`src/rtl/seg7_pkg.sv`:
```
// seg7_pkg: shared hex-to-segment table, blank constant and count mode for the 7-segment blocks
package seg7_pkg;
    // gfedcba, active-high, indexed by hex digit
    localparam logic [6:0] HEX_SEG [16] = '{
        7'h3F, 7'h06, 7'h5B, 7'h4F, 7'h66, 7'h6D, 7'h7D, 7'h07,
        7'h7F, 7'h6F, 7'h77, 7'h7C, 7'h39, 7'h5E, 7'h79, 7'h71
    };
    localparam logic [7:0] SEG_BLANK = 8'h00;
    typedef enum logic {WRAP, SATURATE} count_mode_t;
endpackage

```
`src/rtl/seg7_counter_if.sv`:
```
// seg7_counter_if: control and status bundle of the counter
// Ports: en/up/sat/load/load_val driven by master; count/tc/ovf/SEG driven by slave
interface seg7_counter_if #(
    parameter int NBITS = 4
);
    logic             en;
    logic             up;
    logic             sat;
    logic             load;
    logic [NBITS-1:0] load_val;
    logic [NBITS-1:0] count;
    logic             tc;
    logic             ovf;
    logic [7:0]       SEG;
    modport master (output en, up, sat, load, load_val, input count, tc, ovf, SEG);
    modport slave  (input en, up, sat, load, load_val, output count, tc, ovf, SEG);
endinterface

```
`src/rtl/seg7_decoder.sv`:
```
// seg7_decoder: hex digit plus decimal point to 8-bit segment pattern
// Ports: hex digit in, dp in, seg = {dp, gfedcba} out
module seg7_decoder
    import seg7_pkg::*;
(
    input  logic [3:0] hex,
    input  logic       dp,
    output logic [7:0] seg
);
    assign seg = SEG_BLANK | {dp, HEX_SEG[hex]};
endmodule

```
`src/rtl/seg7_counter.sv`:
```
// seg7_counter: prescaled up/down modulo counter with wrap/saturate, tc pulse, sticky ovf, hex display
// Ports: clk_2 clock, reset async active-high, bus (slave): en/up/sat/load/load_val in, count/tc/ovf/SEG out
module seg7_counter
    import seg7_pkg::*;
#(
    parameter int NBITS   = 4,
    parameter int MODULUS = 10,
    parameter int DIV     = 1
) (
    input logic           clk_2,
    input logic           reset,
    seg7_counter_if.slave bus
);
    localparam int               PW   = DIV > 1 ? $clog2(DIV) : 1;
    localparam logic [NBITS-1:0] TOP  = NBITS'(MODULUS - 1);
    localparam logic [PW-1:0]    PTOP = PW'(DIV - 1);
    logic [NBITS-1:0] count_q, count_d;
    logic [PW-1:0]    pre_q, pre_d;
    logic             tc_q, tc_d, ovf_q, ovf_d;
    logic             tick, at_end;
    count_mode_t      mode;
    always_comb begin
        mode    = count_mode_t'(bus.sat);
        tick    = pre_q == PTOP;
        // boundary test precedes the +1/-1 so no intermediate overflow at NBITS width
        at_end  = bus.up ? count_q == TOP : count_q == '0;
        pre_d   = pre_q;
        count_d = count_q;
        tc_d    = 1'b0;
        ovf_d   = ovf_q;
        if (bus.load) begin
            pre_d   = '0;
            count_d = bus.load_val > TOP ? TOP : bus.load_val;
            ovf_d   = 1'b0;
        end else if (bus.en) begin
            pre_d = tick ? '0 : pre_q + 1'b1;
            if (tick && at_end) begin
                tc_d    = 1'b1;
                ovf_d   = 1'b1;
                count_d = mode == SATURATE ? count_q : (bus.up ? '0 : TOP);
            end else if (tick) begin
                count_d = bus.up ? count_q + 1'b1 : count_q - 1'b1;
            end
        end
    end
    always_ff @(posedge clk_2 or posedge reset) begin
        if (reset) begin
            count_q <= '0;
            pre_q   <= '0;
            tc_q    <= 1'b0;
            ovf_q   <= 1'b0;
        end else begin
            count_q <= count_d;
            pre_q   <= pre_d;
            tc_q    <= tc_d;
            ovf_q   <= ovf_d;
        end
    end
    assign bus.count = count_q;
    assign bus.tc    = tc_q;
    assign bus.ovf   = ovf_q;
    seg7_decoder u_dec (
        .hex (4'(count_q)),
        .dp  (ovf_q),
        .seg (bus.SEG)
    );
endmodule

```
`src/flat_wrapper.sv`:
```
// flat-port wrapper written by rule: the top's interface ports become plain ports
module seg7_counter_flat import seg7_pkg::*;
#(
    parameter int NBITS   = 4,
    parameter int MODULUS = 10,
    parameter int DIV     = 1
)
  (clk_2, reset, bus_en, bus_up, bus_sat, bus_load, bus_load_val, bus_count, bus_tc, bus_ovf, bus_SEG);
  seg7_counter_if #(.NBITS(NBITS)) bus_i ();
  input logic clk_2;
  input logic reset;
  input wire logic [$bits(bus_i.en)-1:0] bus_en;
  input wire logic [$bits(bus_i.up)-1:0] bus_up;
  input wire logic [$bits(bus_i.sat)-1:0] bus_sat;
  input wire logic [$bits(bus_i.load)-1:0] bus_load;
  input wire logic [$bits(bus_i.load_val)-1:0] bus_load_val;
  output wire logic [$bits(bus_i.count)-1:0] bus_count;
  output wire logic [$bits(bus_i.tc)-1:0] bus_tc;
  output wire logic [$bits(bus_i.ovf)-1:0] bus_ovf;
  output wire logic [$bits(bus_i.SEG)-1:0] bus_SEG;
  assign bus_i.en = bus_en;
  assign bus_i.up = bus_up;
  assign bus_i.sat = bus_sat;
  assign bus_i.load = bus_load;
  assign bus_i.load_val = bus_load_val;
  assign bus_count = bus_i.count;
  assign bus_tc = bus_i.tc;
  assign bus_ovf = bus_i.ovf;
  assign bus_SEG = bus_i.SEG;
  seg7_counter #(.NBITS(NBITS), .MODULUS(MODULUS), .DIV(DIV)) u_core (.clk_2(clk_2), .reset(reset), .bus(bus_i));
endmodule
```
`config.mk`:
```
export PLATFORM = sky130hd
export DESIGN_NAME = seg7_counter_flat
export DESIGN_NICKNAME = d
export VERILOG_FILES = /design/src/rtl/seg7_pkg.sv /design/src/rtl/seg7_counter_if.sv /design/src/rtl/seg7_decoder.sv /design/src/rtl/seg7_counter.sv /design/src/flat_wrapper.sv
export SDC_FILE = /design/constraint.sdc
export NUM_CORES = 1
export LEC_CHECK = 0
export ABC_CLOCK_PERIOD_IN_PS = 3330
export BUFFER_PORTS_ARGS = -buffer_cell sky130_fd_sc_hd__buf_2
export CAP_MARGIN = 40
export CELL_PAD_IN_SITES_DETAIL_PLACEMENT = 1
export CELL_PAD_IN_SITES_GLOBAL_PLACEMENT = 1
export CORE_UTILIZATION = 35
export DETAILED_ROUTE_END_ITERATION = 7
export GPL_ROUTABILITY_DRIVEN = 0
export HOLD_SLACK_MARGIN = 0.1
export PLACE_DENSITY_LB_ADDON = 0.3
export SLEW_MARGIN = 20
export SYNTH_ARGS = -nofsm -noshare
export SYNTH_HDL_FRONTEND = slang
export SYNTH_SLANG_ARGS = --single-unit
```
`constraint.sdc`:
```
create_clock -name clk_2 -period 3.33 [get_ports clk_2]
set_input_delay 0.4995 -clock clk_2 [delete_from_list [all_inputs] [get_ports clk_2]]
set_output_delay 0.4995 -clock clk_2 [all_outputs]
set_load 0.01 [all_outputs]
```
==> results.sh, run 1 <==
export IMPL_status="finished, final reports clean"
export IMPL_power_density_nw_per_um2=730
export IMPL_design_die_area_um2=2180
export IMPL_p_int_uw=319
export IMPL_h_tree_depth=1
export IMPL_maxCapViolations=0
export IMPL_rows=15
export IMPL_nets=125
export IMPL_initial_core_util=0.389
export IMPL_whs_ps=167
export IMPL_rsz0062_at_grt="false"
export IMPL_hold_violations=0
export IMPL_synthArstFlopShare=1.00
export IMPL_seqPwrFrac=0.257
export IMPL_critPathCaptureType="output port"
export IMPL_firstDrtPassIters=3
export IMPL_grt_pass1_wl_um=2850
export IMPL_clk_insertion_delay_late_ps=240
export IMPL_cp_arrival_ps=1910
export IMPL_reg2reg_depth=6
export IMPL_vias_per_cell=5.12
export IMPL_clock_sinks=6
export IMPL_syn_area_per_cell_um2=8.65
export IMPL_max_clock_freq_mhz=416
export IMPL_wl_um=1770
export IMPL_cts_tree="done"
export IMPL_synth_edf_count=0
export IMPL_r2r_start="u_core.bus.count[0]"
export IMPL_vias=655
export IMPL_yosysUniqueCellTypes=33
export IMPL_regArea_um2=150
export IMPL_leakagePower_nw=0.436
export IMPL_detail_route_antenna_nets=0
export IMPL_crit_type="register to output port"
export IMPL_clock_path_buffers=2
export IMPL_crit_path_max_fanout=8
export IMPL_ys_flop_type="dfrtp_1"
export IMPL_fin_skew_ps=0.316
export IMPL_yosysWarnings=0
export IMPL_clock_power_share=0.105
export IMPL_rrSetupSlack_ps=1240
export IMPL_fin_crit_ps=2410
export IMPL_synth_seq_area_share=0.214
export IMPL_place_hpwl_um=1450
export IMPL_overflow=0
export IMPL_finalWorstSetupSlack_ps=923
export IMPL_cts_root_buf="clkbuf_4"
export IMPL_port_buffers=23
export IMPL_die_h_um=46.7
export IMPL_p_sw_uw=297
export IMPL_core_um2=1800
export IMPL_grt_max_degree=20
export IMPL_n_antenna_cell=0
export IMPL_critPathRequiredTime_ps=2830
export IMPL_totalNegativeSetupSlack_ps=0
export IMPL_drt_wirelength_per_cell_um=13.8
export IMPL_antenna_found_initial=0
export IMPL_hold_path_class="input port to asynchronous set/reset pin"
export IMPL_start_kind="register"
export IMPL_grt_pass1_vias=642
export IMPL_area_growth_pct=20.4
export IMPL_drive_gt1_frac=0.311
export IMPL_totalPowerFinal_uw=616
export IMPL_filler_cell_count=239
export IMPL_p_comb_frac=0.637
export IMPL_timing_rr_end="u_core.bus.count[2]"
export IMPL_min_period_over_period=0.723
export IMPL_slew_headroom=0.565
export IMPL_postCtsSetupBuffers=0
export IMPL_hold_buffers=0
export IMPL_synth_area_um2=701
export IMPL_syn_inst=81
export IMPL_fp_dieW_um=46.7
export IMPL_drc=0
export IMPL_cts_repair_resized=0
export IMPL_path_clk_slew_ps=40
export IMPL_worst_slew_pin_slew_ps=653
export IMPL_grt_use_total=0.178
export IMPL_num_io_pins=24
export IMPL_switching_share=0.482
export IMPL_dp_slack_ps=1170
export IMPL_irDropWorstVdd_v=0.000229
export IMPL_slew_viol_final=0
export IMPL_drtIter0Drc=2
export IMPL_cts_buffers=3
export IMPL_setup_violations=0
export IMPL_ys_ff_latch=6
export IMPL_multi_input_area_um2=490
export IMPL_synth_fp_nets=101
## cell type report
type,instances,share of cell area
multi-input combinational,62,0.582
sequential,6,0.178
timing repair buffer,23,0.136
inverter,9,0.0401
tap,25,0.0371
clock buffer,3,0.0267
## registers in the layout (all words and copies together) (netlist names)
| signal | count |
|---|---|
| u_core.bus.count | 4 |
| u_core.bus.ovf | 1 |
| u_core.bus.tc | 1 |
## stage by stage
| stage | instance area (µm²) | util | instances |
|---|---|---|---|
| detailed placement | 821 | 0.456 | 125 |
| finish | 843 | 0.468 | 128 |
| CTS | 843 | 0.468 | 128 |
| floorplan | 701 | - | 81 |
| global placement | 821 | 0.456 | 125 |
| global route | 843 | 0.468 | 128 |
## per-layer routing
layer	GRT usage	part of all wire
met5	0	0
met4	0.0343	0
met3	0	0.027
met2	0.314	0.48
met1	0.249	0.49
## layout by cell type (no fill, tap or decap), types with 2 or more instances in the layout
| master | count |
|---|---|
| mux2i_1 | 3 |
| clkbuf_4 | 3 |
| nor2_1 | 7 |
| o21ai_0 | 8 |
| nand2_1 | 6 |
| a21o_1 | 2 |
| ha_1 | 9 |
| a21oi_1 | 5 |
| inv_1 | 9 |
| buf_2 | 23 |
| dfrtp_1 | 6 |
| mux2_2 | 2 |
## power by group through the flow
stage	clock [mW]	combinational, mW	sequential (mW)
CTS	0.0655	0.398	0.160
floorplan	0	0.282	0.136
detailed placement	0	0.396	0.162
global route	0.0695	0.442	0.170
finish	0.0648	0.392	0.159
global placement	0	0.379	0.158
## kinds of logic after synthesis
family                   synth area share
AND/OR/NAND/NOR                     0.173
flip-flops                          0.214
multiplexers                        0.107
buffers and inverters              0.0857
adder cells (fa/ha/maj)             0.189
XOR/XNOR                           0.0250
AO/OA/AOI/OAI                       0.205
## synth_stat cells (2+ instances only)
| cell | instances | area [µm²] |
|---|---|---|
| ha_1 | 9 | 113 |
| nand2_1 | 6 | 22.5 |
| nor2_1 | 7 | 26.3 |
| mux2i_1 | 3 | 30.0 |
| inv_1 | 9 | 33.8 |
| mux2_2 | 2 | 22.5 |
| o21ai_0 | 8 | 40.0 |
| a21o_1 | 2 | 15.0 |
| clkbuf_1 | 2 | 7.51 |
| a21oi_1 | 5 | 25.0 |
| dfrtp_1 | 6 | 150 |
## worst max-delay path by stage
stage	startpoint	end	slack, ps	cells past startpoint
final	u_core.bus.count[0]	bus_SEG[3]	920	6
after global routing	u_core.bus.count[0]	bus_SEG[3]	780	6
after CTS	u_core.bus.count[0]	bus_SEG[3]	910	6
after detailed placement	u_core.bus.count[0]	bus_SEG[3]	1170	6
after global placement	u_core.bus.count[0]	bus_SEG[3]	1240	6
after floorplan	u_core.bus.count[0]	bus_SEG[3]	1310	5
## worst max-delay path: stages, from the launching register on
cell and delay [ps]:
dfrtp_1 500, inv_1 190, ha_1 320, inv_1 40
mux4_2 450, inv_1 60, buf_2 110
Note: power is estimated with default switching activity, not from simulation.
==> run 2, diff against run 1 <==
- ABC_CLOCK_PERIOD_IN_PS: 3330 -> 1900
- CORE_UTILIZATION: 35 -> 32
- clock period: 3.33 -> 1.9 ns (I/O delays scaled with it)
==> results.sh, run 2 (synthesized netlist as in run 1, its figures left out) <==
export IMPL_status="complete, but fails checks"
export IMPL_violations="negative setup slack"
export IMPL_start_kind="register"
export IMPL_hold_path_startpoint="bus_en"
export IMPL_power_density_nw_per_um2=1330
export IMPL_slew_viol_final=0
export IMPL_clock_sinks=6
export IMPL_path_common_cell="inv_2"
export IMPL_clock_path_buffers=2
export IMPL_num_io_pins=24
export IMPL_timing_rr_end="u_core.bus.count[1]"
export IMPL_nets=142
export IMPL_cts_root_buf="clkbuf_4"
export IMPL_overflow=0
export IMPL_place_hpwl_um=1590
export IMPL_crit_path_max_fanout=5
export IMPL_drtIter0Drc=3
export IMPL_cts_buffers=3
export IMPL_totalNegativeSetupSlack_ps=-0.209
export IMPL_initial_core_util=0.350
export IMPL_startpoint="u_core.bus.count[0]"
export IMPL_irDropWorstVdd_v=0.000517
export IMPL_path_cells="inv_2 -> ha_4 -> inv_2 -> mux4_2 -> inv_2 -> buf_6"
export IMPL_slew_headroom=0.687
export IMPL_firstDrtPassIters=2
export IMPL_drive_gt1_frac=0.483
export IMPL_largest_reg_flops=4
export IMPL_whs_ps=361
export IMPL_cp_slowest_cell="mux4_2"
export IMPL_fin_crit_ps=1900
export IMPL_grt_pass1_vias=715
export IMPL_max_clock_freq_mhz=526
export IMPL_setup_violations=1
export IMPL_crit_type="register to output port"
export IMPL_layout_cells_most_common_list="buf_2 (22), buf_4 (14), o21ai_0 (8), nor2_1 (7)"
export IMPL_clk_insertion_delay_late_ps=240
export IMPL_grt_pass1_wl_um=3240
export IMPL_finalWorstSetupSlack_ps=-0.209
export IMPL_rsz0062_at_grt="true"
export IMPL_hold_path_class="input port to register"
export IMPL_critical_path_max_stage_delay_ps=450
export IMPL_detail_route_antenna_nets=0
export IMPL_vias_per_cell=5.00
export IMPL_area_growth_pct=47.9
export IMPL_port_buffers=23
export IMPL_die_h_um=48.8
export IMPL_crit_end="bus_SEG[3]"
export IMPL_path_clk_slew_ps=50
export IMPL_min_period_over_period=1.00
export IMPL_cp_arrival_ps=1620
export IMPL_critPathCaptureType="output port"
export IMPL_rrSetupSlack_ps=10
export IMPL_r2r_start="u_core.bus.count[0]"
export IMPL_antenna_found_initial=0
export IMPL_fp_dieW_um=48.8
export IMPL_grt_use_total=0.178
export IMPL_cts_tree="done"
export IMPL_h_tree_depth=1
export IMPL_dp_slack_ps=-15.5
export IMPL_maxCapViolations=0
export IMPL_reg2reg_depth=7
export IMPL_design_die_area_um2=2380
export IMPL_core_um2=2000
export IMPL_wl_um=2200
export IMPL_fin_skew_ps=3.70
export IMPL_critPathRequiredTime_ps=1620
export IMPL_rows=16
export IMPL_hold_violations=0
export IMPL_grt_max_degree=14
export IMPL_vias=735
export IMPL_drc=0
export IMPL_drt_wirelength_per_cell_um=14.9
export IMPL_leakagePower_nw=0.523
export IMPL_n_antenna_cell=0
export IMPL_final_common_cell="buf_2"
export IMPL_worst_slew_pin_slew_ps=470
run 2: cell count changes in the layout (fill, tap and decap cells not counted), sizes merged:
cell,change
buf,+16
dlygate4sd3,+1
run 2: layer usage:
metal / global-route usage / routed length (µm)
met4: 0.0735 / 0
met1: 0.222 / 966
met3: 0.00935 / 40
met2: 0.317 / 1190
met5: 0 / 0
run 2: cell type report:
type                            count  area [µm²]
Timing Repair Buffer               40         259
Clock buffer                        3        22.5
Sequential cell                     6         150
Tap cell                           27        33.8
Inverter                            9        36.3
Multi-Input combinational cell     62         534
Fill cell                         259         966
run 2: worst max-delay path: cells and delay by family (launching register included):
| kind | cells | cell delay, ps |
|---|---|---|
| mux | 1 | 450 |
| flops | 1 | 370 |
| fa+ha+maj | 1 | 280 |
| buf+inv | 4 | 280 |
run 2: worst min-delay path by stage:
| stage | endpoint | slack, ps | cells after the start |
|---|---|---|---|
| after floorplan | u_core.bus.count[0] | 80 | 1 |
| after detailed placement | u_core.bus.count[3] | 210 | 2 |
| final | u_core.bus.tc | 360 | 3 |
| after global routing | u_core.bus.tc | 370 | 3 |
| after global placement | u_core.bus.tc | 200 | 2 |
| after CTS | u_core.bus.tc | 350 | 3 |
run 2: timing repair:
item | in CTS | in global routing
buffers inserted | 4 | 4
setup endpoints to repair | 3 | 4
resized for setup | 7 | 10
hold buffers | 1 | 0
endpoints found under the hold margin | 6 | 0
pin swaps | 1 | 4
run 2: power breakdown:
part / total [mW] / leakage, nW / internal, mW / switching, mW
registers: 0.222 / 0.0751 / 0.163 / 0.0590
clock network: 0.116 / 0.0138 / 0.0714 / 0.0448
logic: 1.04 / 0.434 / 0.530 / 0.514
total: 1.38 / 0.523 / 0.764 / 0.618
run 2: metrics by stage:
| step | power (mW) | instance area, µm² | cells | util |
|---|---|---|---|---|
| final | 1.38 | 1040 | 147 | 0.518 |
| after global routing | 1.49 | 1040 | 147 | 0.518 |
| after CTS | 1.26 | 967 | 143 | 0.483 |
| after detailed placement | 1.04 | 883 | 135 | 0.441 |
| after global placement | 1.01 | 883 | 135 | 0.441 |
| after floorplan | 0.734 | 701 | 81 | - |
